<file path="config.mk">
export PLATFORM = sky130hd
export DESIGN_NAME = mc_control_flat
export DESIGN_NICKNAME = d
export VERILOG_FILES = /design/src/rtl/mips_pkg.sv /design/src/rtl/mc_control_if.sv /design/src/rtl/mc_mem_wait.sv /design/src/rtl/mc_control.sv /design/src/flat_wrapper.sv
export SDC_FILE = /design/constraint.sdc
export NUM_CORES = 1
export LEC_CHECK = 0
export CORE_ASPECT_RATIO = 0.75
export CORE_MARGIN = 2
export CORE_UTILIZATION = 33
export DETAILED_ROUTE_END_ITERATION = 7
export PLACE_DENSITY = 0.67
export SLEW_MARGIN = 0
export SYNTH_ARGS = -nofsm -noshare
export SYNTH_HDL_FRONTEND = slang
export SYNTH_SLANG_ARGS = --single-unit
</file>
<file path="constraint.sdc">
create_clock -name clk -period 2.3 [get_ports clk]
set_input_delay 0.23 -clock clk [delete_from_list [all_inputs] [get_ports clk]]
set_output_delay 0.23 -clock clk [all_outputs]
set_load 0.02 [all_outputs]
</file>
<file path="src/rtl/mips_pkg.sv">
// Shared MIPS encodings: opcodes, funct codes, ALU operations and multi-cycle control types.
// Also holds the DECODE-state dispatch helpers used by the multi-cycle controller.
package mips_pkg;

    typedef enum logic [3:0] {
        ALU_AND = 4'h0,
        ALU_OR  = 4'h1,
        ALU_ADD = 4'h2,
        ALU_XOR = 4'h3,
        ALU_SUB = 4'h6,
        ALU_SLT = 4'h7,
        ALU_ABS = 4'h8
    } t_alu_opcode;

    localparam logic [5:0] OP_ZERO  = 6'h00;
    localparam logic [5:0] OP_JUMP  = 6'h02;
    localparam logic [5:0] OP_BEQ   = 6'h04;
    localparam logic [5:0] OP_ADDI  = 6'h08;
    localparam logic [5:0] OP_ADDIU = 6'h09;
    localparam logic [5:0] OP_LW    = 6'h23;
    localparam logic [5:0] OP_SW    = 6'h2B;
    localparam logic [5:0] OP_ABS   = 6'h30;

    localparam logic [5:0] FUNCT_ZERO = 6'h00;
    localparam logic [5:0] FUNCT_ADD  = 6'h20;
    localparam logic [5:0] FUNCT_SUB  = 6'h22;
    localparam logic [5:0] FUNCT_AND  = 6'h24;
    localparam logic [5:0] FUNCT_OR   = 6'h25;
    localparam logic [5:0] FUNCT_XOR  = 6'h26;
    localparam logic [5:0] FUNCT_SLT  = 6'h2A;

    typedef enum logic [3:0] {
        FETCH,
        DECODE,
        MEM_ADDR,
        MEM_READ,
        MEM_WB,
        MEM_WRITE,
        R_EXEC,
        R_WB,
        I_EXEC,
        I_WB,
        BRANCH,
        JUMP,
        ILLEGAL,
        BERR
    } t_mc_state;

    typedef enum logic [1:0] {
        SRCB_B     = 2'b00,
        SRCB_FOUR  = 2'b01,
        SRCB_IMM   = 2'b10,
        SRCB_SHIFT = 2'b11
    } t_alusrcb;

    typedef enum logic [1:0] {
        PCSRC_ALU    = 2'b00,
        PCSRC_ALUOUT = 2'b01,
        PCSRC_JUMP   = 2'b10
    } t_pcsource;

    typedef struct packed {
        t_alu_opcode alu;
        t_alusrcb    alusrcb;
        t_pcsource   pcsource;
        logic        alusrca;
        logic        pc_write;
        logic        pc_write_cond;
        logic        iord;
        logic        mem_read;
        logic        mem_write;
        logic        mem_to_reg;
        logic        reg_dst;
        logic        reg_write;
    } t_mc_ctrl;

    function automatic logic is_rfunct(input logic [5:0] funct);
        return funct inside {FUNCT_ADD, FUNCT_AND, FUNCT_OR, FUNCT_SLT, FUNCT_SUB, FUNCT_XOR};
    endfunction

    function automatic t_alu_opcode funct_to_alu(input logic [5:0] funct);
        t_alu_opcode op;
        case (funct)
            FUNCT_AND: op = ALU_AND;
            FUNCT_OR:  op = ALU_OR;
            FUNCT_SLT: op = ALU_SLT;
            FUNCT_SUB: op = ALU_SUB;
            FUNCT_XOR: op = ALU_XOR;
            default:   op = ALU_ADD;
        endcase
        return op;
    endfunction

    function automatic t_mc_state decode_next(input logic [5:0] op, input logic [5:0] funct);
        t_mc_state nxt;
        case (op)
            OP_ZERO: begin
                if (is_rfunct(funct)) begin
                    nxt = R_EXEC;
                end else if (funct == FUNCT_ZERO) begin
                    nxt = FETCH;
                end else begin
                    nxt = ILLEGAL;
                end
            end
            OP_LW, OP_SW:              nxt = MEM_ADDR;
            OP_ADDI, OP_ADDIU, OP_ABS: nxt = I_EXEC;
            OP_BEQ:                    nxt = BRANCH;
            OP_JUMP:                   nxt = JUMP;
            default:                   nxt = ILLEGAL;
        endcase
        return nxt;
    endfunction

endpackage

</file>
<file path="src/rtl/mc_control_if.sv">
// Control bus between the multi-cycle controller and the shared datapath.
// master = controller side, slave = datapath side.
interface mc_control_if;
    import mips_pkg::*;

    logic [5:0]  instruction31_26;
    logic [5:0]  instruction5_0;
    logic        mem_ready;
    t_alu_opcode alu_control;
    logic        PCWrite;
    logic        PCWriteCond;
    logic        IorD;
    logic        MemRead;
    logic        MemWrite;
    logic        IRWrite;
    logic        MemToReg;
    logic        RegDst;
    logic        RegWrite;
    logic        ALUSrcA;
    t_alusrcb    ALUSrcB;
    t_pcsource   PCSource;

    modport master (
        input  instruction31_26, instruction5_0, mem_ready,
        output alu_control, PCWrite, PCWriteCond, IorD, MemRead, MemWrite, IRWrite,
               MemToReg, RegDst, RegWrite, ALUSrcA, ALUSrcB, PCSource
    );

    modport slave (
        output instruction31_26, instruction5_0, mem_ready,
        input  alu_control, PCWrite, PCWriteCond, IorD, MemRead, MemWrite, IRWrite,
               MemToReg, RegDst, RegWrite, ALUSrcA, ALUSrcB, PCSource
    );

endinterface

</file>
<file path="src/rtl/mc_mem_wait.sv">
// Memory-access wait tracker: counts stalled cycles in a memory state and flags
// completion or timeout. The counter is zero whenever the controller is not mid-wait.
module mc_mem_wait #(
    parameter bit          USE_MEM_READY = 1'b1,
    parameter int unsigned MEM_TIMEOUT   = 16
) (
    input  logic clk,
    input  logic rst,
    input  logic i_active,
    input  logic i_mem_ready,
    output logic o_done,
    output logic o_timeout
);

    // Timeout fires on the stalled cycle that would take the count to MEM_TIMEOUT.
    localparam logic [7:0] LAST_WAIT = 8'(MEM_TIMEOUT - 1);

    logic [7:0] r_cnt;

    always_comb begin
        if (USE_MEM_READY) begin
            o_done    = i_active && i_mem_ready;
            o_timeout = i_active && !i_mem_ready && (r_cnt == LAST_WAIT);
        end else begin
            o_done    = i_active;
            o_timeout = 1'b0;
        end
    end

    always_ff @(posedge clk or posedge rst) begin
        if (rst) begin
            r_cnt <= 8'd0;
        end else if (i_active && !o_done && !o_timeout) begin
            r_cnt <= r_cnt + 8'd1;
        end else begin
            r_cnt <= 8'd0;
        end
    end

endmodule

</file>
<file path="src/rtl/mc_control.sv">
// Multi-cycle MIPS main control unit. Selects and strobes are registered from the next
// state; IRWrite/PCWrite in FETCH and some retire pulses are qualified by memory completion.
module mc_control
    import mips_pkg::*;
#(
    parameter bit          USE_MEM_READY = 1'b1,
    parameter int unsigned MEM_TIMEOUT   = 16,
    parameter int unsigned CNT_W         = 32
) (
    input  logic             clk,
    input  logic             rst,
    mc_control_if.master     bus,
    output logic             illegal_instr,
    output logic             bus_error,
    output logic             instr_retired,
    output logic [CNT_W-1:0] retired_count,
    output t_mc_state        state_o
);

    t_mc_state        r_state;
    t_mc_state        w_state_d;
    t_mc_ctrl         r_ctrl;
    logic             r_retire;
    logic             r_illegal;
    logic             r_berr;
    logic [CNT_W-1:0] r_count;
    logic [5:0]       w_op;
    logic [5:0]       w_funct;
    logic             w_mem_active;
    logic             w_done;
    logic             w_timeout;
    logic             w_fetch_done;
    logic             w_retire_now;

    assign w_op         = bus.instruction31_26;
    assign w_funct      = bus.instruction5_0;
    assign w_mem_active = r_state inside {FETCH, MEM_READ, MEM_WRITE};

    mc_mem_wait #(
        .USE_MEM_READY (USE_MEM_READY),
        .MEM_TIMEOUT   (MEM_TIMEOUT)
    ) u_mem_wait (
        .clk         (clk),
        .rst         (rst),
        .i_active    (w_mem_active),
        .i_mem_ready (bus.mem_ready),
        .o_done      (w_done),
        .o_timeout   (w_timeout)
    );

    function automatic t_mc_ctrl ctrl_decode(input t_mc_state st, input logic [5:0] op,
                                             input logic [5:0] funct);
        t_mc_ctrl c;
        c.alu           = ALU_ADD;
        c.alusrcb       = SRCB_B;
        c.pcsource      = PCSRC_ALU;
        c.alusrca       = 1'b0;
        c.pc_write      = 1'b0;
        c.pc_write_cond = 1'b0;
        c.iord          = 1'b0;
        c.mem_read      = 1'b0;
        c.mem_write     = 1'b0;
        c.mem_to_reg    = 1'b0;
        c.reg_dst       = 1'b0;
        c.reg_write     = 1'b0;
        unique case (st)
            FETCH: begin
                c.mem_read = 1'b1;
                c.alusrcb  = SRCB_FOUR;
            end
            DECODE:   c.alusrcb = SRCB_SHIFT;
            R_EXEC: begin
                c.alusrca = 1'b1;
                c.alu     = funct_to_alu(funct);
            end
            R_WB: begin
                c.reg_dst   = 1'b1;
                c.reg_write = 1'b1;
            end
            I_EXEC: begin
                c.alusrca = 1'b1;
                if (op == OP_ABS) begin
                    c.alu = ALU_ABS;
                end else begin
                    c.alusrcb = SRCB_IMM;
                end
            end
            I_WB:     c.reg_write = 1'b1;
            MEM_ADDR: begin
                c.alusrca = 1'b1;
                c.alusrcb = SRCB_IMM;
            end
            MEM_READ: begin
                c.mem_read = 1'b1;
                c.iord     = 1'b1;
            end
            MEM_WB: begin
                c.mem_to_reg = 1'b1;
                c.reg_write  = 1'b1;
            end
            MEM_WRITE: begin
                c.mem_write = 1'b1;
                c.iord      = 1'b1;
            end
            BRANCH: begin
                c.alusrca       = 1'b1;
                c.alu           = ALU_SUB;
                c.pc_write_cond = 1'b1;
                c.pcsource      = PCSRC_ALUOUT;
            end
            JUMP: begin
                c.pc_write = 1'b1;
                c.pcsource = PCSRC_JUMP;
            end
            default: ;
        endcase
        return c;
    endfunction

    always_comb begin
        w_state_d = r_state;
        unique case (r_state)
            FETCH: begin
                if (w_done) begin
                    w_state_d = DECODE;
                end else if (w_timeout) begin
                    w_state_d = BERR;
                end
            end
            DECODE:   w_state_d = decode_next(w_op, w_funct);
            MEM_ADDR: w_state_d = (w_op == OP_LW) ? MEM_READ : MEM_WRITE;
            MEM_READ: begin
                if (w_done) begin
                    w_state_d = MEM_WB;
                end else if (w_timeout) begin
                    w_state_d = BERR;
                end
            end
            MEM_WRITE: begin
                if (w_done) begin
                    w_state_d = FETCH;
                end else if (w_timeout) begin
                    w_state_d = BERR;
                end
            end
            R_EXEC:   w_state_d = R_WB;
            I_EXEC:   w_state_d = I_WB;
            default:  w_state_d = FETCH;
        endcase
    end

    // Gated by rst so an in-flight completion cannot strobe while reset is held.
    assign w_fetch_done = !rst && (r_state == FETCH) && w_done;
    assign w_retire_now = !rst && (((r_state == MEM_WRITE) && w_done) ||
                                   ((r_state == DECODE) && (w_op == OP_ZERO) &&
                                    (w_funct == FUNCT_ZERO)));

    always_ff @(posedge clk or posedge rst) begin
        if (rst) begin
            r_state   <= FETCH;
            r_ctrl    <= ctrl_decode(FETCH, OP_ZERO, FUNCT_ZERO);
            r_retire  <= 1'b0;
            r_illegal <= 1'b0;
            r_berr    <= 1'b0;
            r_count   <= '0;
        end else begin
            r_state   <= w_state_d;
            r_ctrl    <= ctrl_decode(w_state_d, w_op, w_funct);
            r_retire  <= w_state_d inside {R_WB, I_WB, MEM_WB, BRANCH, JUMP};
            r_illegal <= (w_state_d == ILLEGAL);
            r_berr    <= (w_state_d == BERR);
            if (instr_retired) begin
                r_count <= r_count + 1'b1;
            end
        end
    end

    assign bus.alu_control = r_ctrl.alu;
    assign bus.PCWrite     = r_ctrl.pc_write | w_fetch_done;
    assign bus.PCWriteCond = r_ctrl.pc_write_cond;
    assign bus.IorD        = r_ctrl.iord;
    assign bus.MemRead     = r_ctrl.mem_read;
    assign bus.MemWrite    = r_ctrl.mem_write;
    assign bus.IRWrite     = w_fetch_done;
    assign bus.MemToReg    = r_ctrl.mem_to_reg;
    assign bus.RegDst      = r_ctrl.reg_dst;
    assign bus.RegWrite    = r_ctrl.reg_write;
    assign bus.ALUSrcA     = r_ctrl.alusrca;
    assign bus.ALUSrcB     = r_ctrl.alusrcb;
    assign bus.PCSource    = r_ctrl.pcsource;

    assign illegal_instr = r_illegal;
    assign bus_error     = r_berr;
    assign instr_retired = r_retire | w_retire_now;
    assign retired_count = r_count;
    assign state_o       = r_state;

endmodule

</file>
<file path="src/flat_wrapper.sv">
// flat-port wrapper written by rule: the top's interface ports become plain ports
module mc_control_flat import mips_pkg::*;
#(
    parameter bit          USE_MEM_READY = 1'b1,
    parameter int unsigned MEM_TIMEOUT   = 16,
    parameter int unsigned CNT_W         = 32
)
  (clk, rst, illegal_instr, bus_error, instr_retired, retired_count, state_o, bus_instruction31_26, bus_instruction5_0, bus_mem_ready, bus_alu_control, bus_PCWrite, bus_PCWriteCond, bus_IorD, bus_MemRead, bus_MemWrite, bus_IRWrite, bus_MemToReg, bus_RegDst, bus_RegWrite, bus_ALUSrcA, bus_ALUSrcB, bus_PCSource);
  mc_control_if bus_i ();
  input  logic clk;
  input  logic rst;
  output logic illegal_instr;
  output logic bus_error;
  output logic instr_retired;
  output logic [CNT_W-1:0] retired_count;
  output t_mc_state state_o;
  input wire logic [$bits(bus_i.instruction31_26)-1:0] bus_instruction31_26;
  input wire logic [$bits(bus_i.instruction5_0)-1:0] bus_instruction5_0;
  input wire logic [$bits(bus_i.mem_ready)-1:0] bus_mem_ready;
  output wire logic [$bits(bus_i.alu_control)-1:0] bus_alu_control;
  output wire logic [$bits(bus_i.PCWrite)-1:0] bus_PCWrite;
  output wire logic [$bits(bus_i.PCWriteCond)-1:0] bus_PCWriteCond;
  output wire logic [$bits(bus_i.IorD)-1:0] bus_IorD;
  output wire logic [$bits(bus_i.MemRead)-1:0] bus_MemRead;
  output wire logic [$bits(bus_i.MemWrite)-1:0] bus_MemWrite;
  output wire logic [$bits(bus_i.IRWrite)-1:0] bus_IRWrite;
  output wire logic [$bits(bus_i.MemToReg)-1:0] bus_MemToReg;
  output wire logic [$bits(bus_i.RegDst)-1:0] bus_RegDst;
  output wire logic [$bits(bus_i.RegWrite)-1:0] bus_RegWrite;
  output wire logic [$bits(bus_i.ALUSrcA)-1:0] bus_ALUSrcA;
  output wire logic [$bits(bus_i.ALUSrcB)-1:0] bus_ALUSrcB;
  output wire logic [$bits(bus_i.PCSource)-1:0] bus_PCSource;
  assign bus_i.instruction31_26 = bus_instruction31_26;
  assign bus_i.instruction5_0 = bus_instruction5_0;
  assign bus_i.mem_ready = bus_mem_ready;
  assign bus_alu_control = bus_i.alu_control;
  assign bus_PCWrite = bus_i.PCWrite;
  assign bus_PCWriteCond = bus_i.PCWriteCond;
  assign bus_IorD = bus_i.IorD;
  assign bus_MemRead = bus_i.MemRead;
  assign bus_MemWrite = bus_i.MemWrite;
  assign bus_IRWrite = bus_i.IRWrite;
  assign bus_MemToReg = bus_i.MemToReg;
  assign bus_RegDst = bus_i.RegDst;
  assign bus_RegWrite = bus_i.RegWrite;
  assign bus_ALUSrcA = bus_i.ALUSrcA;
  assign bus_ALUSrcB = bus_i.ALUSrcB;
  assign bus_PCSource = bus_i.PCSource;
  mc_control #(.USE_MEM_READY(USE_MEM_READY), .MEM_TIMEOUT(MEM_TIMEOUT), .CNT_W(CNT_W)) u_core (.clk(clk), .rst(rst), .bus(bus_i), .illegal_instr(illegal_instr), .bus_error(bus_error), .instr_retired(instr_retired), .retired_count(retired_count), .state_o(state_o));
endmodule
</file>
# [Word level (Yosys, flattened, before mapping)]
# Cells that the tools add are included.
# W data, S select, Z words.
[classes] shifts=0 addsub=2 eq_ne=33 reduce_logical=29 n_lt_le_gt_ge=0 bitwise=2 muxes=25 n_div=0 multipliers=0
[ops] cell="$eq A6 B6 Y1 const B" n=9
[ops] cell="$add A32 B1 Y32 const B" n=1
[ops] cell="$eq A4 B4 Y1 const B" n=7
[ops] cell="$mux W4" n=7
[ops] cell="$pmux W4 S7" n=1
[ops] cell="$eq A4 B3 Y1 const B" n=6
[ops] cell="$pmux W4 S5" n=1
[ops] cell="$eq A4 B2 Y1 const B" n=4
[ops] cell="$pmux W3 S5" n=1
[ops] cell="$eq A6 B4 Y1 const B" n=2
[ops] cell="$logic_not A6 Y1" n=2
[ops] cell="$pmux W4 S3" n=1
[ops] cell="$logic_and A1 B1 Y1" n=11
[ops] cell="$mux W1" n=9
[ops] cell="$add A8 B1 Y8 const B" n=1
[ops] cell="$eq A4 B1 Y1 const B" n=2
[ops] cell="$eq A8 B4 Y1 const B" n=1
[ops] cell="$logic_not A4 Y1" n=2
[ops] cell="$mux W8" n=1
[ops] cell="$pmux W2 S4" n=1
[ops] cell="$eq A6 B2 Y1 const B" n=1
[ops] cell="$eq A6 B3 Y1 const B" n=1
[ops] cell="$reduce_bool A6 Y1" n=1
[ops] cell="$reduce_or A2 Y1" n=3
[ops] cell="10 further kinds" n=15
[totals] mem_count=0 wordCells=109 ff_bits=64 out_inout_bits=57 mem_bits_ro=0 latch_bits=0 inputBits=15 ramBits=0

# [Longest topological paths before layout]
# Gate-level depths: netlist of run 1.
[depth] depth_word=10 depth_mapped=10 ltp_nobuf=8

# [Cells and area by module]
# Synthesis of run 1 repeated with hierarchy kept, for this count alone.
[hier_totals] hier_cells=325 area_unflattened_um2=3374.5
[modules_own_cells] module="mc_control" instances=1 cells_per_inst=282 area_each_um2=2964.1 seq_area_each_um2=1380.1
[modules_own_cells] module="mc_mem_wait" instances=1 cells_per_inst=43 area_each_um2=410.4 seq_area_each_um2=200.2

# [Worst setup path after synthesis of run 1]
# No wires, ideal clock.
[synth_path] path_type="register to register" start="register u_core.r_state[3] (netlist: u_core.state_o[3])" end="register u_core.r_ctrl (netlist bit u_core.bus.alu_control[1])" setup_ns=0.077 t_arrival_ns=2.501 synth_period_minus_slack_ns=2.578 required_time_ns=2.223 path_slack_ns=-0.278 stages_incl_launch_ff=10 path_buffers=3 cell_sequence="dfrtp_1 -> buf_6 -> or4b_1 -> buf_2 -> a2111oi_1 -> a221o_1 -> buf_6 -> inv_4 -> or4_1 -> a21o_1"
[synth_via] elab_chain_len=9 elab_cells_between_ends=20 classes_between="eq/ne (9); mux (6); reduce/logical (5)"
[synth_lines] item="start: declaration" line="mc_control.sv:20" source="t_mc_state r_state;"
[synth_lines] item="start signal: assignment" line="mc_control.sv:167" source="r_state <= w_state_d;"
[synth_lines] item="$eq A4 B2 Y1 (tied with other cells)" line="mc_control.sv:37, mc_control.sv:122"
[synth_lines] item="$reduce_bool A3 Y1" line="mc_control.sv:37" source="assign w_mem_active = r_state inside {FETCH, MEM_READ, MEM_WRITE};"
[synth_lines] item="$logic_and A1 B1 Y1 (2 in a row)" line="mc_mem_wait.sv:23" source="o_timeout = i_active && !i_mem_ready && (r_cnt == LAST_WAIT);"
[synth_lines] item="$mux W4" line="mc_control.sv:126, mc_control.sv:135, mc_control.sv:142"
[synth_lines] item="$mux W4 (on tied branches)" line="mc_control.sv:140, mc_control.sv:124, mc_control.sv:133"
[synth_lines] item="$pmux W4 S7 (*)" line="mc_control.sv:122" source="unique case (r_state)"
[synth_lines] item="named net u_core.w_state_d[1]" line="mc_control.sv:21" source="t_mc_state w_state_d;"
[synth_lines] item="$eq A4 B4 Y1 / $eq A4 B3 Y1 (equally long branches)" line="mc_control.sv:66" source="unique case (st)"
[synth_lines] item="$pmux W4 S3 (*)" line="mc_control.sv:66"
[synth_lines] item="end signal: assignment" line="mc_control.sv:161" source="r_ctrl <= ctrl_decode(FETCH, OP_ZERO, FUNCT_ZERO);"
[synth_lines] item="end signal: assignment" line="mc_control.sv:168" source="r_ctrl <= ctrl_decode(w_state_d, w_op, w_funct);"
[synth_lines] item="end: declaration" line="mc_control.sv:22" source="t_mc_ctrl r_ctrl;"
# The timed path passes the listed nets; every way through them passes the cells marked *.
# A chain may end at the register's enable or synchronous reset.

# [Worst setup path after layout of run 1]
[layout_path] start="input port bus_instruction31_26[0]" end="output port instr_retired"
[layout_via] elab_chain_len=6
[layout_lines] item="start: declaration" line="flat_wrapper.sv:17" source="input wire logic [$bits(bus_i.instruction31_26)-1:0] bus_instruction31_26;"
[layout_lines] item="$logic_not A6 Y1" line="mc_control.sv:155" source="((r_state == DECODE) && (w_op == OP_ZERO) &&"
[layout_lines] item="$logic_and A1 B1 Y1 (2 in a row)" line="mc_control.sv:155"
[layout_lines] item="$logic_or A1 B1 Y1" line="mc_control.sv:154" source="assign w_retire_now = !rst && (((r_state == MEM_WRITE) && w_done) ||"
[layout_lines] item="$logic_and A1 B1 Y1" line="mc_control.sv:154"
[layout_lines] item="$or A1 B1 Y1" line="mc_control.sv:194" source="assign instr_retired = r_retire | w_retire_now;"
[layout_lines] item="end: declaration" line="flat_wrapper.sv:14" source="output logic instr_retired;"
# Every way passes these cells.

==> key figures, run 1 <==
Place
  • PortBufs: 71
  • Post-Place Cell Area: 4360 sq um
  • Cells after DPL: 554
  • DP Wirelength: 5.87 mm
  • Placer Congestion: 0.899
  • Dpl ws: -0.360 ns

STA
  • Hold WS: 0.406 ns
  • Final WS setup: 0.0457 ns
  • Tcrit/Tclk final: 0.980
  • Slew margin rel.: 0.673
  • Final slew viol count: 0
  • F_max: 444 MHz
  • Worst Tran Pin Value: 0.491 ns
  • RSZ-0062 raised after global routing: yes
  • Final setup violation count: 0
  • Fin crit period: 2.25 ns
  • Clk_skew: 0.00599 ns
  • Setup tns final: 0 ns
  • Final Hold Vio Count: 0

Power
  • Lkg Pwr: 2.18 nW
  • Combinational share of power: 0.369
  • Pwr/cell area: 956 nW/um^2
  • Overall power: 4.70 mW
  • Peak supply drop: 0.424 mV
  • Power Internal: 3.14 mW
  • Psw: 1.56 mW
  • Reg power frac: 0.299
  • Switching power share of the total: 0.332
  • Clock share of power: 0.332

Final layout
  • Non-filler cells, final: 574
  • Nets: 458
  • Final Util: 0.535
  • Post-route cell area: 4920 sq um
  • # diodes: 0
  • Share of cells above drive strength 1: 0.265
  • Filler cell count: 825
  • Area delta synth->final: 55.0%

Critical path
  • Crit start category: input pin
  • Critical path endpoint category: primary output
  • Data required, critical path: 2.07 ns
  • Crit path kind: input pin to primary output
  • CP arrival: 2.02 ns
  • Crit-path max FO: 5

Clocking
  • CTS Buffer Depth: 2
  • Clock slew seen by the registers of the worst setup and hold paths: 0.05 ns
  • Clock latency on the worst-skew pair: 0.32 ns
  • CTS tree: done
  • CTS sink count: 63
  • Cts bufs inserted: 9
  • Clk root buf: clkbuf_16
  • CTS H-Tree Depth: 3

Yosys
  • Yosys cell types: 52
  • Synth Cell Area: 3170 sq um
  • Syn Area/Cell: 9.92 sq um
  • Seq/Total Area, Yosys: 0.498
  • Top cell type's share of synthesized area: 0.473
  • Mapped Nets: 337
  • Top post-synthesis cells by area: dfrtp_1, xnor2_1, xor2_1
  • Async SR Flop Fraction: 1.00
  • Yosys reg bits: 63
  • Main flop type after synthesis: dfrtp_1
  • Post-synth EDFFs: 0
  • Syn Inst Count: 320
  • Largest area contributor in the netlist: dfrtp_1
  • Synth warn: 0

Floorplan
  • I/O Pins: 72
  • Cell Rows: 30
  • Initial Util: 0.345
  • Core region area: 9200 sq um
  • Die X: 117 microns
  • Die height: 88.9 microns
  • Die area: 10,400 sq um

Global routing
  • Antenna violations before repair: 0
  • First-pass GRT wire length: 12.9 mm
  • Vias in the first global route: 2,673
  • Grt ovf: 0
  • Largest net degree at the start of global routing: 40
  • Total GRT Usage: 0.160

Worst hold path
  • Hold Crit Class: input pin to asynchronous set/reset pin

Routing
  • Routed len/inst: 14.3 microns
  • Total length of routed wires: 8.22 mm
  • Initial detailed-routing violation count: 118
  • Drt pass-1 iters: 4
  • Vias/cell: 4.86
  • # DRC: 0
  • Total number of vias: 2,789
  • Post-route ant nets: 0

Status
  • Status: complete, no violations

Job
  • Max-Cap Viols: 0
state kept, by name, summed over array words and instances (netlist names), 2 cells and up:
name and cells:
u_core.retired_count 32, u_core.state_o 4, u_core.u_mem_wait.r_cnt 8, u_core.bus.ALUSrcB 2, u_core.bus.alu_control 4
logic make-up after synthesis:
| kind of cell | synth area share |
|---|---|
| adders and majority gates | 0.00789 |
| and+or+nand+nor | 0.230 |
| xor gates and xnor gates | 0.116 |
| buffers and inverters | 0.0560 |
| muxes | 0.00986 |
| AOI/OAI and AO/OA | 0.0824 |
| DFF | 0.498 |
per-layer routing:
metal,share of wire,track usage,up-vias
met5,0,0,-
met4,0.012,0.0481,0
met3,0.040,0.0393,8
met2,0.49,0.251,60
met1,0.46,0.220,1354
li1,-,-,1367
power by group through the flow:
stage          clock, mW  combinational, mW  sequential (mW)
6_report            1.56               1.74             1.41
5_1_grt             1.64               1.88             1.43
3_5_place_dp           0               1.58             1.42
2_1_floorplan          0              0.787             1.51
4_1_cts             1.59               1.59             1.41
3_3_place_gp           0               1.57             1.42
final cells by class:
cell class,count,area (sq um),area share
timing repair buffer,132,1170,0.238
tap,128,160,0.0326
clock inverter,7,119,0.0242
multi-input combinational,224,1620,0.329
sequential,63,1590,0.322
clock buffer,9,225,0.0458
inverter,11,43.8,0.00890
cells in the final DEF (no fill, tap or decap), types with 3 or more instances in the layout:
master	netlist	final
clkdlybuf4s50_1	0	68
buf_4	9	59
dfrtp_1	60	56
nor2_1	29	28
nand2_1	24	23
xor2_1	21	21
xnor2_1	21	21
nand3_1	16	15
nor3_1	20	15
inv_1	10	9
and3_1	9	9
clkbuf_16	0	9
nand4_1	8	8
a21oi_1	8	8
and4_1	5	5
o21ai_0	6	5
nor4_2	0	4
dfrtp_2	0	4
nor3_2	0	3
nand2b_1	4	3
nor4_1	9	3
bufinv_16	0	3
dfstp_2	3	3
synthesized netlist by cell type (all sizes together), types with 3 or more instances:
| cell type | count |
|---|---|
| dfrtp | 60 |
| nor2 | 29 |
| nand2 | 24 |
| xnor2 | 21 |
| xor2 | 21 |
| nor3 | 20 |
| nand3 | 16 |
| buf | 14 |
| inv | 11 |
| and3 | 9 |
| nor4 | 9 |
| a21oi | 8 |
| clkbuf | 8 |
| nand4 | 8 |
| o21ai | 6 |
| and4 | 5 |
| nand2b | 4 |
| dfstp | 3 |
| nor2b | 3 |
| o31ai | 3 |
| or2 | 3 |
worst max-delay path, cell delays in order:
cell and delay [ns]:
clkdlybuf4s50_1 0.50, nor4_4 0.33, nand2_2 0.14, o31ai_1 0.22, a31o_2 0.26, dlygate4sd2_1 0.35
final timing paths:
| check | endpoint | depth (start not counted) | slack (ns) | start |
|---|---|---|---|---|
| setup / recovery | instr_retired | 6 | 0.05 | bus_instruction31_26[0] |
| hold / removal | u_core.bus.PCSource[1] | 3 | 0.41 | rst |
| setup reg to reg | u_core.bus.alu_control[1] | 9 | 0.07 | u_core.state_o[2] |
| hold reg to reg | u_core.u_mem_wait.r_cnt[0] | 1 | 0.46 | u_core.u_mem_wait.r_cnt[0] |
| max in group asynchronous | u_core.state_o[3] | 3 | 1.45 | rst |
| min in group clk | u_core.u_mem_wait.r_cnt[0] | 1 | 0.46 | u_core.u_mem_wait.r_cnt[0] |
what timing repair did:
item	in CTS	in global routing
cloned	0	0
pin swaps	0	10
setup endpoints to repair	6	33
hold buffers	0	0
hold endpoints to repair	0	0
setup buffers	0	4
resized for setup	7	38
Note: power is estimated with default switching activity, not from simulation.
==> inputs of run 2 (changes only) <==
clock period = 1.95 ns   (was 2.3 ns; I/O delays follow)
==> key figures, run 2 (synthesis results as in run 1) <==
Status
  • Status: finished with violations (was complete, no violations)
  • Failing checks: negative setup slack

STA
  • Hold WS: 0.254 ns (was 0.406 ns)
  • Clk_skew: 0.00988 ns (was 0.00599 ns)
  • Fin crit period: 2.29 ns
  • Slew margin rel.: 0.705 (was 0.673)
  • Final setup violation count: 32 (was 0)
  • F_max: 437 MHz
  • Worst Tran Pin Value: 0.438 ns (was 0.491 ns)
  • Final WS setup: -0.338 ns (was 0.0457 ns)
  • RSZ-0062 raised after global routing: yes (unchanged)
  • Setup tns final: -2.94 ns (was 0 ns)
  • Final slew viol count: 0 (unchanged)
  • Tcrit/Tclk final: 1.17
  • Final Hold Vio Count: 0 (unchanged)

Routing
  • Routed len/inst: 15.7 microns (was 14.3 microns)
  • Total length of routed wires: 9.72 mm (was 8.22 mm)
  • # DRC: 0 (unchanged)
  • Post-route ant nets: 0 (unchanged)
  • Initial detailed-routing violation count: 181 (was 118)
  • Total number of vias: 3,078 (was 2,789)
  • Drt pass-1 iters: 4 (unchanged)
  • Vias/cell: 4.96 (was 4.86)

Clocking
  • Cts bufs inserted: 9 (unchanged)
  • CTS tree: done (unchanged)
  • Clock slew seen by the registers of the worst setup and hold paths: 0.06 ns (was 0.05 ns)
  • Hold buffers post-CTS: 0 (unchanged)
  • Clk root buf: clkbuf_16 (unchanged)
  • Clock latency on the worst-skew pair: 0.32 ns (about the same)
  • CTS Buffer Depth: 2 (unchanged)
  • CTS sink count: 63 (unchanged)
  • CTS H-Tree Depth: 3 (unchanged)

Critical path
  • Worst reg2reg path startpoint: u_core.state_o[2] (unchanged)
  • CP Launch Point: u_core.state_o[2] (was bus_instruction31_26[0])
  • R2R Setup Slk: -0.34 ns (was 0.07 ns)
  • End point of the critical path: u_core.bus.alu_control[1] (was instr_retired)
  • Data required, critical path: 2.21 ns (was 2.07 ns)
  • Reg-to-reg endpoint: u_core.bus.alu_control[1] (unchanged)
  • CP arrival: 2.55 ns (was 2.02 ns)
  • Critical-path top delay cell: or4_4 (was clkdlybuf4s50_1)
  • CP peak stage delay: 0.52 ns (was 0.50 ns)
  • Crit start category: flip-flop (was input pin)
  • CP Depth: 9 (was 6)
  • Crit path kind: flip-flop to flip-flop (was input pin to primary output)
  • Worst-path cell chain: buf_6 > xor2_1 > o21a_1 > o32ai_2 > a221o_1 > buf_4 > inv_4 > or4_4 > a21o_1 (was clkdlybuf4s50_1 > nor4_4 > nand2_2 > o31ai_1 > a31o_2 > dlygate4sd2_1)
  • Crit-path max FO: 5 (unchanged)
  • Buf/Inv on CP: 3 (was 2)
  • Delay-heaviest family, CP: compound AO/OA/AOI/OAI gates (was buffers and inverters)
  • Reg2Reg Depth: 9 (unchanged)
  • Critical path endpoint category: flip-flop (was primary output)

Final layout
  • Commonest non-fill, non-tap cell in the layout: buf_4 (was clkdlybuf4s50_1)
  • Area delta synth->final: 78.6% (was 55.0%)
  • # diodes: 0 (unchanged)
  • Nets: 505 (was 458)
  • FF+latch area: 1590 sq um (about the same)
  • Filler cell count: 727 (was 825)
  • Share of cells above drive strength 1: 0.448 (was 0.265)
  • Largest register FFs: 32 (unchanged)
  • Post-route cell area: 5670 sq um (was 4920 sq um)
  • Footprint of the multi-input gates: 1980 sq um (was 1620 sq um)
  • Most frequent cells in the layout: buf_4, clkdlybuf4s50_1, dfrtp_1 (was clkdlybuf4s50_1, buf_4, dfrtp_1)

Place
  • Post-Place Cell Area: 4710 sq um (was 4360 sq um)
  • Placer Congestion: 0.905 (was 0.899)
  • DP Wirelength: 6.27 mm (was 5.87 mm)
  • PortBufs: 71 (unchanged)

Floorplan
  • Initial Util: 0.345 (unchanged)
  • Core region area: 9200 sq um (unchanged)
  • I/O Pins: 72 (unchanged)
  • Die height: 88.9 microns (unchanged)
  • Die area: 10,400 sq um (unchanged)
  • Die X: 117 microns (unchanged)
  • Cell Rows: 30 (unchanged)

Power
  • Switching power share of the total: 0.365 (was 0.332)
  • Peak supply drop: 0.522 mV (was 0.424 mV)
  • Power Internal: 3.72 mW (was 3.14 mW)
  • Lkg Pwr: 2.73 nW (was 2.18 nW)
  • Reg power frac: 0.285 (was 0.299)
  • Clock share of power: 0.248 (was 0.332)
  • Combinational share of power: 0.467 (was 0.369)
  • Overall power: 5.86 mW (was 4.70 mW)
  • Pwr/cell area: 1030 nW/um^2 (was 956 nW/um^2)
  • Psw: 2.14 mW (was 1.56 mW)

Global routing
  • First-pass GRT wire length: 14.9 mm (was 12.9 mm)
  • Grt ovf: 0 (unchanged)
  • Largest net degree at the start of global routing: 40 (unchanged)
  • Total GRT Usage: 0.184 (was 0.160)
  • Vias in the first global route: 3,017 (was 2,673)
  • Antenna violations before repair: 0 (unchanged)

Job
  • Max-Cap Viols: 0 (unchanged)

Worst hold path
  • Hold Crit Class: input pin to asynchronous set/reset pin (unchanged)
[run 2: changes by cell type in the layout (fill, tap and decap cells not counted), sizes merged]
cell,previous run,this run
buf,61,110
clkdlybuf4s50,68,59
dlymetal6s2s,0,5
bufinv,3,0
clkinv,1,4
dlygate4sd2,2,4
[run 2: how the worst min path moves through the flow]
stage	from	endpoint	depth (start not counted)
finish	rst	u_core.state_o[0]	2
global route	rst	u_core.state_o[0]	2
CTS	rst	u_core.state_o[0]	2
detailed placement	u_core.retired_count[11]	u_core.retired_count[11]	1
global placement	u_core.retired_count[31]	u_core.retired_count[31]	1
floorplan	bus_mem_ready	u_core.bus.ALUSrcB[1]	2
[run 2: layout make-up]
cell class,instances,area share
sequential,63,0.281
clock buffer,9,0.0397
clock inverter,7,0.00839
tap,128,0.0283
inverter,11,0.00773
timing repair buffer,179,0.285
multi-input combinational,224,0.349
[run 2: metal layers]
metal / wire length, microns / vias to the layer above / part of all wire / GRT usage
met5: 0 / - / 0 / 0
met1: 4280 / 1535 / 0.44 / 0.237
met2: 4920 / 72 / 0.51 / 0.315
met4: 156 / 0 / 0.016 / 0.0652
met3: 367 / 15 / 0.038 / 0.0346
li1: - / 1456 / - / -
[run 2: what timing repair did]
item                                   in CTS  in global routing
endpoints found under the hold margin       0                  0
resized for setup                          77                 55
setup endpoints to repair                  45                 47
cloned                                      0                  0
pin swaps                                  30                 37
setup buffers                              13                  9
[run 2: power by group through the flow]
stage | combinational, mW | sequential, mW | clock [mW]
after floorplan | 0.971 | 1.78 | 0
after CTS | 2.42 | 1.66 | 1.48
after detailed placement | 2.03 | 1.67 | 0
after global placement | 2.00 | 1.67 | 0
after global routing | 2.90 | 1.69 | 1.52
final | 2.74 | 1.67 | 1.45
[run 2: metrics by stage]
stage               worst slack [ns]  cells   util
finish                        -0.338    621  0.616
global route                  -0.381    621  0.616
CTS                           -0.231    614  0.587
detailed placement            -0.578    585  0.513
global placement              -0.510    585  0.513
floorplan                     -0.475    320      -
==> inputs of run 3 (changes only) <==
SKIP_LAST_GASP = 1   (was not set)
==> key figures, run 3 (synthesis results as in run 1) <==
Status
  • Status: finished with violations (unchanged)
  • Failing checks: negative setup slack (unchanged)

Worst hold path
  • Hold Crit Class: input pin to asynchronous set/reset pin (unchanged)

Routing
  • # DRC: 0 (unchanged)
  • Total length of routed wires: 9.67 mm (was 9.72 mm)
  • Drt pass-1 iters: 4 (unchanged)
  • Initial detailed-routing violation count: 204 (was 181)
  • Vias/cell: 4.92 (was 4.96)
  • Total number of vias: 3,057 (was 3,078)
  • Routed len/inst: 15.6 microns (was 15.7 microns)
  • Post-route ant nets: 0 (unchanged)

Floorplan
  • Die X: 117 microns (unchanged)
  • Cell Rows: 30 (unchanged)
  • Die height: 88.9 microns (unchanged)
  • Core region area: 9200 sq um (unchanged)
  • Initial Util: 0.345 (unchanged)
  • Die area: 10,400 sq um (unchanged)
  • I/O Pins: 72 (unchanged)

Final layout
  • # diodes: 0 (unchanged)
  • Filler cell count: 721 (was 727)
  • Commonest non-fill, non-tap cell in the layout: buf_4 (unchanged)
  • FF+latch area: 1590 sq um (unchanged)
  • Most frequent cells in the layout: buf_4, clkdlybuf4s50_1, dfrtp_1 (unchanged)
  • Final Util: 0.613 (was 0.616)
  • Largest register FFs: 32 (unchanged)
  • Nets: 505 (unchanged)
  • Footprint of the multi-input gates: 1950 sq um (was 1980 sq um)
  • Share of cells above drive strength 1: 0.440 (was 0.448)
  • Area delta synth->final: 77.7% (was 78.6%)
  • Non-filler cells, final: 621 (unchanged)

STA
  • Final Hold Vio Count: 0 (unchanged)
  • Worst Tran Pin Value: 0.410 ns (was 0.438 ns)
  • Final WS setup: -0.328 ns (was -0.338 ns)
  • Fin crit period: 2.28 ns (was 2.29 ns)
  • Clk_skew: 0.00980 ns (was 0.00988 ns)
  • Final setup violation count: 20 (was 32)
  • Hold WS: 0.244 ns (was 0.254 ns)
  • Slew margin rel.: 0.724 (was 0.705)
  • Final slew viol count: 0 (unchanged)
  • RSZ-0062 raised after global routing: yes (unchanged)
  • F_max: 439 MHz (was 437 MHz)
  • Tcrit/Tclk final: 1.17 (about the same)

Place
  • Placer Congestion: 0.905 (unchanged)
  • PortBufs: 71 (unchanged)
  • Cells after DPL: 585 (unchanged)
  • DP Wirelength: 6.27 mm (unchanged)

Critical path
  • CP arrival: 2.54 ns (was 2.55 ns)
  • Reg2Reg Depth: 7 (was 9)
  • Worst reg2reg path startpoint: u_core.state_o[3] (was u_core.state_o[2])
  • Crit start category: flip-flop (unchanged)
  • CP Launch Point: u_core.state_o[3] (was u_core.state_o[2])
  • Crit-path max FO: 4 (was 5)
  • Crit path kind: flip-flop to flip-flop (unchanged)
  • Data required, critical path: 2.21 ns (about the same)
  • Critical path endpoint category: flip-flop (unchanged)
  • Reg-to-reg endpoint: u_core.bus.alu_control[1] (unchanged)
  • R2R Setup Slk: -0.33 ns (was -0.34 ns)

Power
  • Overall power: 5.73 mW (was 5.86 mW)
  • Peak supply drop: 0.468 mV (was 0.522 mV)
  • Pwr/cell area: 1020 nW/um^2 (was 1030 nW/um^2)
  • Lkg Pwr: 2.71 nW (was 2.73 nW)

Global routing
  • Vias in the first global route: 2,997 (was 3,017)
  • First-pass GRT wire length: 14.6 mm (was 14.9 mm)
  • Antenna violations before repair: 0 (unchanged)
  • Total GRT Usage: 0.180 (was 0.184)
  • Largest net degree at the start of global routing: 40 (unchanged)
  • Grt ovf: 0 (unchanged)

Clocking
  • Cts bufs inserted: 9 (unchanged)
  • Clock latency on the worst-skew pair: 0.32 ns (about the same)
  • CTS tree: done (unchanged)
  • CTS Buffer Depth: 2 (unchanged)
  • Clk root buf: clkbuf_16 (unchanged)
  • CTS sink count: 63 (unchanged)
  • CTS H-Tree Depth: 3 (unchanged)
  • Clock slew seen by the registers of the worst setup and hold paths: 0.06 ns (about the same)

Job
  • Max-Cap Viols: 0 (unchanged)
-- run 3: how the worst max path moves through the flow --
| stage | end | cells after the start |
|---|---|---|
| final | u_core.bus.alu_control[1] | 7 |
| after global routing | u_core.bus.ALUSrcB[1] | 8 |
| after global placement | u_core.retired_count[24] | 9 |
| after floorplan | u_core.bus.alu_control[1] | 9 |
| after CTS | u_core.bus.alu_control[1] | 6 |
| after detailed placement | u_core.retired_count[24] | 9 |
-- run 3: area by class of cell --
cell class                 instances  share of cell area
clock buffer                       9              0.0399
clock inverter                     7             0.00843
inverter                          11             0.00777
multi-input combinational        224               0.346
sequential                        63               0.283
tap                              128              0.0284
timing repair buffer             179               0.287
-- run 3: per-stage QoR --
stage          cell area (sq um)  TNS, ns  worst slack [ns]
2_1_floorplan               3320    -2.17            -0.475
3_3_place_gp                4710   -18.14            -0.510
3_5_place_dp                4710   -21.40            -0.578
4_1_cts                     5370    -2.41            -0.231
5_1_grt                     5640    -4.64            -0.381
6_report                    5640    -2.36            -0.328
-- run 3: critical path, stage by stage (launching register included) --
cell and delay, ns:
dfrtp_2 0.44, or4b_4 0.56, a2111oi_4 0.21, a221o_1 0.18, buf_4 0.12, inv_4 0.03, or4_4 0.51, a21o_1 0.17
-- run 3: what timing repair did --
action / 4_1_cts / 5_1_grt
hold buffers: 0 / 0
endpoints found under the setup margin: 45 / 47
gates cloned: 0 / 1
pin swaps: 23 / 33
buffers inserted: 13 / 7
gates resized for setup: 70 / 50
-- run 3: routing by layer --
| metal | GRT usage | vias to the layer above | part of all wire |
|---|---|---|---|
| met5 | 0 | - | 0 |
| met2 | 0.306 | 61 | 0.51 |
| li1 | - | 1455 | - |
| met1 | 0.233 | 1533 | 0.44 |
| met4 | 0.0631 | 0 | 0.011 |
| met3 | 0.0339 | 8 | 0.037 |
-- run 3: report_power, final --
group	internal (mW)	switching [mW]
clock	0.858	0.603
sequential	1.50	0.167
combinational	1.28	1.32
